## src/rtl/apb_master_arbiter.sv

```systemverilog
// Two-requester APB master: round-robin arbitration, IDLE/SETUP/ACCESS
// sequencing, read data and error return, and a wait-state timeout.
//
// Ports:
//   pclk, preset            clock, synchronous active-high reset
//   reqX_valid/write/addr/wdata   command from requester X (0/1)
//   reqX_ack                pulse: command accepted, payload captured
//   reqX_done/rdata/err     pulse: transfer finished, with result
//   psel/penable/paddr/pwrite/pwdata   APB request side (registered)
//   prdata/pready/pslverr   APB response side
//   busy                    high during SETUP and ACCESS
module apb_master_arbiter #(
   parameter int N          = 16,
   parameter int ADDR_WIDTH = 32,
   parameter int TIMEOUT    = 16
) (
   input  logic                  pclk,
   input  logic                  preset,
   input  logic                  req0_valid,
   input  logic                  req0_write,
   input  logic [ADDR_WIDTH-1:0] req0_addr,
   input  logic [N-1:0]          req0_wdata,
   output logic                  req0_ack,
   output logic                  req0_done,
   output logic [N-1:0]          req0_rdata,
   output logic                  req0_err,
   input  logic                  req1_valid,
   input  logic                  req1_write,
   input  logic [ADDR_WIDTH-1:0] req1_addr,
   input  logic [N-1:0]          req1_wdata,
   output logic                  req1_ack,
   output logic                  req1_done,
   output logic [N-1:0]          req1_rdata,
   output logic                  req1_err,
   output logic                  psel,
   output logic                  penable,
   output logic [ADDR_WIDTH-1:0] paddr,
   output logic                  pwrite,
   output logic [N-1:0]          pwdata,
   input  logic [N-1:0]          prdata,
   input  logic                  pready,
   input  logic                  pslverr,
   output logic                  busy
);

   localparam int CW = (TIMEOUT > 0) ? $clog2(TIMEOUT + 1) : 1;
   localparam logic [CW-1:0] CNT_LAST =
      (TIMEOUT > 0) ? CW'(TIMEOUT - 1) : '0;

   typedef enum logic [1:0] {S_IDLE, S_SETUP, S_ACCESS} state_e;

   state_e                state_q, state_d;
   logic                  owner_q, owner_d;
   logic                  last_q, last_d;
   logic [CW-1:0]         cnt_q, cnt_d;
   logic                  psel_q, psel_d;
   logic                  penable_q, penable_d;
   logic                  busy_q, busy_d;
   logic [ADDR_WIDTH-1:0] paddr_q, paddr_d;
   logic                  pwrite_q, pwrite_d;
   logic [N-1:0]          pwdata_q, pwdata_d;
   logic                  ack0_q, ack0_d, ack1_q, ack1_d;
   logic                  done0_q, done0_d, done1_q, done1_d;
   logic                  err0_q, err0_d, err1_q, err1_d;
   logic [N-1:0]          rdata0_q, rdata0_d, rdata1_q, rdata1_d;

   logic                  any_req, win1, tmo, fin, fin_err;
   logic [N-1:0]          fin_rdata;

   assign any_req = req0_valid | req1_valid;
   // last_q == 1 means port 1 won last time, so port 0 wins a tie.
   assign win1 = req1_valid & (~req0_valid | ~last_q);
   // Counter holds completed wait cycles; the ACCESS cycle that would
   // be number TIMEOUT ends the transfer unless pready arrives.
   assign tmo = (TIMEOUT != 0) && (cnt_q == CNT_LAST);
   assign fin = (state_q == S_ACCESS) && (pready || tmo);
   // pready wins over a coincident timeout.
   assign fin_err   = pready ? pslverr : 1'b1;
   assign fin_rdata = (pready && !pwrite_q) ? prdata : '0;

   always_ff @(posedge pclk) begin
      if (preset) state_q <= S_IDLE;
      else        state_q <= state_d;
   end

   always_comb begin
      state_d = state_q;
      case (state_q)
         S_IDLE:   if (any_req) state_d = S_SETUP;
         S_SETUP:  state_d = S_ACCESS;
         S_ACCESS: if (fin) state_d = S_IDLE;
         default:  state_d = S_IDLE;
      endcase
   end

   always_comb begin
      owner_d   = owner_q;
      last_d    = last_q;
      cnt_d     = cnt_q;
      psel_d    = psel_q;
      penable_d = penable_q;
      busy_d    = busy_q;
      paddr_d   = paddr_q;
      pwrite_d  = pwrite_q;
      pwdata_d  = pwdata_q;
      ack0_d    = 1'b0;
      ack1_d    = 1'b0;
      done0_d   = 1'b0;
      done1_d   = 1'b0;
      err0_d    = 1'b0;
      err1_d    = 1'b0;
      rdata0_d  = '0;
      rdata1_d  = '0;
      case (state_q)
         S_IDLE: begin
            if (any_req) begin
               owner_d   = win1;
               last_d    = win1;
               paddr_d   = win1 ? req1_addr  : req0_addr;
               pwrite_d  = win1 ? req1_write : req0_write;
               pwdata_d  = win1 ? req1_wdata : req0_wdata;
               psel_d    = 1'b1;
               penable_d = 1'b0;
               busy_d    = 1'b1;
               ack0_d    = ~win1;
               ack1_d    = win1;
            end
         end
         S_SETUP: begin
            penable_d = 1'b1;
            cnt_d     = '0;
         end
         S_ACCESS: begin
            if (fin) begin
               psel_d    = 1'b0;
               penable_d = 1'b0;
               busy_d    = 1'b0;
               done0_d   = ~owner_q;
               done1_d   = owner_q;
               err0_d    = ~owner_q & fin_err;
               err1_d    = owner_q & fin_err;
               rdata0_d  = owner_q ? '0 : fin_rdata;
               rdata1_d  = owner_q ? fin_rdata : '0;
            end else if (cnt_q != {CW{1'b1}}) begin
               cnt_d = cnt_q + 1'b1;
            end
         end
         default: ;
      endcase
   end

   always_ff @(posedge pclk) begin
      if (preset) begin
         owner_q   <= 1'b0;
         last_q    <= 1'b1;
         cnt_q     <= '0;
         psel_q    <= 1'b0;
         penable_q <= 1'b0;
         busy_q    <= 1'b0;
         paddr_q   <= '0;
         pwrite_q  <= 1'b0;
         pwdata_q  <= '0;
         ack0_q    <= 1'b0;
         ack1_q    <= 1'b0;
         done0_q   <= 1'b0;
         done1_q   <= 1'b0;
         err0_q    <= 1'b0;
         err1_q    <= 1'b0;
         rdata0_q  <= '0;
         rdata1_q  <= '0;
      end else begin
         owner_q   <= owner_d;
         last_q    <= last_d;
         cnt_q     <= cnt_d;
         psel_q    <= psel_d;
         penable_q <= penable_d;
         busy_q    <= busy_d;
         paddr_q   <= paddr_d;
         pwrite_q  <= pwrite_d;
         pwdata_q  <= pwdata_d;
         ack0_q    <= ack0_d;
         ack1_q    <= ack1_d;
         done0_q   <= done0_d;
         done1_q   <= done1_d;
         err0_q    <= err0_d;
         err1_q    <= err1_d;
         rdata0_q  <= rdata0_d;
         rdata1_q  <= rdata1_d;
      end
   end

   assign psel       = psel_q;
   assign penable    = penable_q;
   assign busy       = busy_q;
   assign paddr      = paddr_q;
   assign pwrite     = pwrite_q;
   assign pwdata     = pwdata_q;
   assign req0_ack   = ack0_q;
   assign req1_ack   = ack1_q;
   assign req0_done  = done0_q;
   assign req1_done  = done1_q;
   assign req0_err   = err0_q;
   assign req1_err   = err1_q;
   assign req0_rdata = rdata0_q;
   assign req1_rdata = rdata1_q;

endmodule

```

## config.mk

```make
export PLATFORM = sky130hd
export DESIGN_NAME = apb_master_arbiter
export DESIGN_NICKNAME = d
export VERILOG_FILES = /design/src/rtl/apb_master_arbiter.sv
export SDC_FILE = /design/constraint.sdc
export NUM_CORES = 1
export LEC_CHECK = 0
export CORE_MARGIN = 2
export CORE_UTILIZATION = 38
export DETAILED_ROUTE_END_ITERATION = 7
export GPL_TIMING_DRIVEN = 0
export PLACE_DENSITY = 0.92
export SYNTH_ARGS = -nofsm -noshare
export SYNTH_HDL_FRONTEND = slang
export SYNTH_SLANG_ARGS = --single-unit
```

## constraint.sdc

```tcl
create_clock -name pclk -period 2.3 [get_ports pclk]
set_input_delay 0.46 -clock pclk [delete_from_list [all_inputs] [get_ports pclk]]
set_output_delay 0.46 -clock pclk [all_outputs]
set_load 0.01 [all_outputs]
```

Yosys cells after proc, flatten, opt, wreduce, memory -nomap -nowiden
Cells that the tools add are included.

word-level totals
  register bits after elaboration = 98
  input bits = 120
  output and inout port bits = 90
  logic and storage cells = 72

operators by class
  reductions and logical operators = 17
  bitwise logic cells = 13
  equal/unequal tests = 8
  mux-type cells = 16
  add/subtract/negate cells = 1

operator list
  cell                                           number
  2-to-1 mux 16 bit                              2
  2-to-1 mux 32 bit                              1
  2-to-1 mux 5 bit                               2
  case mux 5 bit (2 select lines)                1
  AND reduction 3 bit                            3
  inverter 1 bit                                 8
  OR reduction 4 bit                             2
  inequality test 2 bit, second input constant   3
  case mux 2 bit (3 select lines)                1
  OR reduction 3 bit                             2
  adder 5 x 1 -> 5 bit, second input constant    1
  == test 5 x 4 -> 1 bit, second input constant  1
  2-to-1 mux 1 bit                               5
  inequality test 5 bit, second input constant   1
  2-to-1 mux 2 bit                               2
  AND reduction 2 bit                            2
  nonzero test 2 bit                             2
  AND 1 bit                                      3
  case mux 1 bit (3 select lines)                1
  nonzero test 3 bit                             1
  == test 2 x 1 -> 1 bit, second input constant  1
  == test 2 bit, second input constant           1
  logical AND 1 bit                              2
  zero test 2 bit                                1
  other kinds (5)                                6

Longest topological paths before layout
  depth after elaboration = 5
  gate-level depth with buffers = 7
  depth with buffers taken out = 6

Least setup slack after synthesis
Ideal clock, no wire load.

  path type = register to register
  start = register cnt_q[0]
  end = register rdata1_q[10], in the netlist req1_rdata[10]
  slack = 0.492 ns
  data required time = 2.240 ns
  setup time = 0.060 ns
  buffers on the path = 1
  arrival time = 1.748 ns
  stages on the path, launching flop included = 8
  clock period less this slack = 1.808 ns
  cells stage by stage = dfxtp_1 > ha_1 > and3_1 > ha_1 > o21bai_1 > nor4_2 > clkbuf_1 > and3_1

between the ends
  cells in the longest elaborated chain, start to end = 5

RTL lines
  what                                 RTL line  source
  start: declaration                   55        logic [CW-1:0] cnt_q, cnt_d;
  start signal: assignment             174       cnt_q <= cnt_d;
  == test 5 x 4 -> 1 bit               75        assign tmo = (TIMEOUT != 0) && (cnt_q == CNT_LAST);
  logical OR 1 bit                     76        assign fin = (state_q == S_ACCESS) && (pready || tmo);
  logical AND 1 bit                    76
  inverter 1 bit (no source line)      --
  OR reduction 4 bit (no source line)  --
  end signal: assignment               188       rdata1_q <= rdata1_d;
  end: declaration                     65        logic [N-1:0] rdata0_q, rdata0_d, rdata1_q, rdata1_d;

Every way passes these cells.
A chain may end at the register's enable or synchronous reset.

Worst setup path in the final report
  start = register cnt_q[0]
  end = register rdata1_q[11], in the netlist req1_rdata[11]

Same word-level chain as after synthesis.

==> metrics.json <==
{
  "pwr": {
    "power-per-cell-area_mw_per_mm2": 615,
    "p_switching_w": 0.00107,
    "power.combinational.fraction_pct": 21.7,
    "sw_frac_of_total_pct": 28.2,
    "post-layout-total-power_w": 0.00380,
    "int_power_w": 0.00273,
    "clock_power_share_pct": 29.0,
    "p_leak_nw": 2.61,
    "p_seq_share_pct": 49.3,
    "vdd_drop_max_v": 0.000333
  },
  "clocking": {
    "cts_root_buffer": "clkbuf_8",
    "cts_tree": "done",
    "holdBufCountCts": 0,
    "total_number_of_h_tree_levels": 3,
    "cts_buffer_depth": 2,
    "cts_inserted_buffers": 9,
    "tritoncts_num_sinks": 98,
    "worst_setup_hold_path_clk_slew_ns": 0.11,
    "clk_latency_ns": 0.35
  },
  "critical_path": {
    "setup.worst_path.end_class": "register",
    "critical_path_arrival_ns": 2.42,
    "worstSetupPathType": "reg2reg",
    "timing.reg2reg.setup_slack_ns": 0.13,
    "timing.reg2reg.worst_path_depth": 7,
    "critPathRequiredTime_ns": 2.55,
    "worst_r2r_endpoint": "req1_rdata[11]$_SDFF_PP0_",
    "destination_of_the_critical_timing_path": "req1_rdata[11]$_SDFF_PP0_",
    "critical_path.reg2reg.startpoint": "cnt_q[0]$_SDFFE_PP0P_",
    "worst-path-max-fanout": 10,
    "worstSetupStartpointType": "register",
    "startpoint": "cnt_q[0]$_SDFFE_PP0P_"
  },
  "sta": {
    "finalClockSkew_ns": 0.0148,
    "slew_at_the_pin_closest_to_its_max_slew_limit_ns": 0.598,
    "slew_headroom_pct": 60.1,
    "slew_viol_final": 0,
    "final-hold-violation-count": 0,
    "finalCritPeriodShare_pct": 94.1,
    "setup_viol": 0,
    "finalSetupTns_ns": 0,
    "maximum_frequency_from_static_timing_analysis_mhz": 462,
    "final_period_minus_worst_setup_slack_ns": 2.17
  },
  "min_path": {
    "hold_path_class": "reg2reg",
    "hold_path_startpoint": "paddr[23]$_SDFFE_PP0N_"
  },
  "placement": {
    "port-buffer-count": 209,
    "globalplace.congestion": 0.872,
    "post-place-cells": 695,
    "post-dp-hpwl_microns": 9060
  },
  "synthesis": {
    "netlist_instances": 357,
    "seq_area_frac_synth_pct": 53.2,
    "mappedNetlistNets": 480,
    "synthDistinctLibCells": 40,
    "post_synth.cell_area_avg_sq_um": 10.3,
    "synth.cell_area_sq_mm": 0.00369,
    "ys.warnings.count": 0,
    "ys_ff_latch": 98
  },
  "finish": {
    "number_of_antenna_repair_diodes": 0,
    "final_core_util_pct": 66.3,
    "final_cells": 713,
    "area_growth_pct": 67.6,
    "post_route_cells_drive_above_1_share_pct": 6.51,
    "final_nets": 702,
    "layout.filler_cells": 764
  },
  "floorplan": {
    "ios": 210,
    "core.rowCount": 35,
    "die_area_sq_mm": 0.0105,
    "die_h_microns": 103,
    "core-area_sq_mm": 0.00933,
    "floorplan.initialDensity_pct": 39.5,
    "die_w_microns": 103
  },
  "global_routing": {
    "first_global_vias": 3626,
    "aggregate_global_route_resource_usage_pct": 21.6,
    "grt_max_degree": 21,
    "grt_first_pass_wirelength_microns": 17700,
    "globalRoute.totalOverflow": 0,
    "antenna_found_initial": 0
  },
  "drt": {
    "detailroute.via_count": 3568,
    "drt-vias-per-instance": 5.00,
    "postRouteWirelength_microns": 11600,
    "wl_per_cell_microns": 16.3,
    "antenna_violating_nets_post_route": 0,
    "detailedRoute.firstIterationViolations": 104,
    "drt_drc_violations_left": 0,
    "drt_first_pass_iters": 4
  },
  "outcome": {
    "outcome": "finished, final reports clean"
  },
  "flow_run": {
    "max_cap_viol_count": 0
  }
}
-- power by group through the flow --
stage / clock network, W / logic (W) / registers, W
after floorplan: 0 / 0.000272 / 0.00195
after global placement: 0 / 0.000802 / 0.00190
after detailed placement: 0 / 0.000821 / 0.00191
after CTS: 0.00113 / 0.000825 / 0.00187
after global routing: 0.00121 / 0.000883 / 0.00189
final: 0.00110 / 0.000825 / 0.00187
-- routing by layer --
metal  up-vias  share of wire (%)  GRT usage [%]
li1       1736                  -              -
met1      1649                 40           24.3
met2       167                 50           39.7
met3        16                8.4           5.83
met4         0                1.4           6.36
met5         -                  0              0
-- worst max-delay path: stages (launching register included) --
cell and delay, ns:
dfxtp_1 0.36, ha_1 0.23, and3_1 0.21, ha_1 0.22, o21bai_1 0.50, nor4_4 0.12
clkbuf_2 0.21, and3_1 0.21
-- kinds of logic after synthesis --
family | after synthesis | share of synthesized area [%]
flip-flops | 98 | 53.2
AND/OR/NAND/NOR | 94 | 14.9
buffers and inverters | 74 | 8.72
AO/OA/AOI/OAI | 72 | 17.8
multiplexers | 16 | 4.34
adder cells (fa/ha/maj) | 3 | 1.02
-- cell usage in the layout, fill, tap and decap left out, types with 2 or more instances in the layout --
cell type,n
o2bb2ai_1,16
dfxtp_1,98
nand2_1,3
clkinv_8,2
nor3_1,34
buf_6,4
o32ai_1,3
nor2_1,3
clkdlybuf4s50_1,209
inv_1,44
nor4_4,2
or2_2,2
clkbuf_1,15
and3_1,35
buf_2,8
ha_1,3
mux2i_1,16
inv_8,2
a21oi_1,5
clkbuf_8,9
nor3b_1,2
or3_1,2
nor2b_1,7
clkinv_4,2
buf_4,3
a21o_1,2
a221o_1,33
-- worst min-delay path by stage --
stage	cells past startpoint	end	slack [ns]
floorplan	1	owner_q$_SDFFE_PP0N_	0.47
global placement	1	paddr[23]$_SDFFE_PP0N_	0.45
detailed placement	1	paddr[23]$_SDFFE_PP0N_	0.45
CTS	1	paddr[23]$_SDFFE_PP0N_	0.48
global route	1	paddr[15]$_SDFFE_PP0N_	0.50
finish	1	paddr[23]$_SDFFE_PP0N_	0.48
-- layout make-up --
type,count,area [sq um],share of cell area [%]
Sequential cell,98,1960,31.7
Timing Repair Buffer,211,2110,34.1
Clock buffer,9,124,2.00
Buffer,30,158,2.55
Inverter,44,165,2.67
Tap cell,129,161,2.61
Multi-Input combinational cell,185,1420,23.0
Clock inverter,7,81.3,1.32
-- metrics by stage --
stage / worst slack, ns / instance area, sq um / hold slack [ns]
floorplan: 0.492 / 3690 / 0.469
global placement: -0.109 / 5940 / 0.446
detailed placement: -0.157 / 5940 / 0.446
CTS: -0.0778 / 6150 / 0.482
global route: -0.00278 / 6180 / 0.495
finish: 0.135 / 6180 / 0.480
-- registers in the layout, summed over array words and instances, names as in the netlist --
register and flops:
busy 1, cnt_q 5, last_q 1, owner_q 1
paddr 32, penable 1, pwdata 16, pwrite 1
req0_ack 1, req0_done 1, req0_err 1, req0_rdata 16
req1_ack 1, req1_done 1, req1_err 1, req1_rdata 16
state_q 2
-- synth_stat cells --
master	number	area (sq um)
dfxtp_1	98	1960
inv_1	44	165
and3_1	35	219
nor3_1	34	170
a221o_1	33	330
clkbuf_1	16	60.1
mux2i_1	16	160
o2bb2ai_1	16	140
buf_2	8	40.0
nor2b_1	7	43.8
a21oi_1	5	25.0
buf_6	4	45.0
ha_1	3	37.5
nand2_1	3	11.3
nor2_1	3	11.3
o32ai_1	3	26.3
a21o_1	2	15.0
nor3b_1	2	15.0
nor4_2	2	25.0
or2_2	2	12.5
or3_1	2	12.5
a211o_1	1	8.76
a211oi_4	1	20.0
a21bo_2	1	10.0
a22oi_1	1	7.51
a2bb2oi_1	1	8.76
a311o_1	1	10.0
a31oi_1	1	6.26
buf_1	1	3.75
buf_4	1	7.51
nand3_1	1	5.00
nor4b_1	1	8.76
nor4bb_1	1	10.0
o2111a_1	1	11.3
o211ai_1	1	7.51
o21a_1	1	7.51
o21ai_0	1	5.00
o21bai_1	1	7.51
o311ai_0	1	8.76
or2_1	1	6.26
-- what timing repair did --
action | 4_1_cts | 5_1_grt
setup buffers | 0 | 2
gates resized for setup | 0 | 4
setup endpoints to repair | 18 | 20
pin swaps | 0 | 2
endpoints found under the hold margin | 0 | 0
Note: power is estimated with default switching activity, not from simulation.
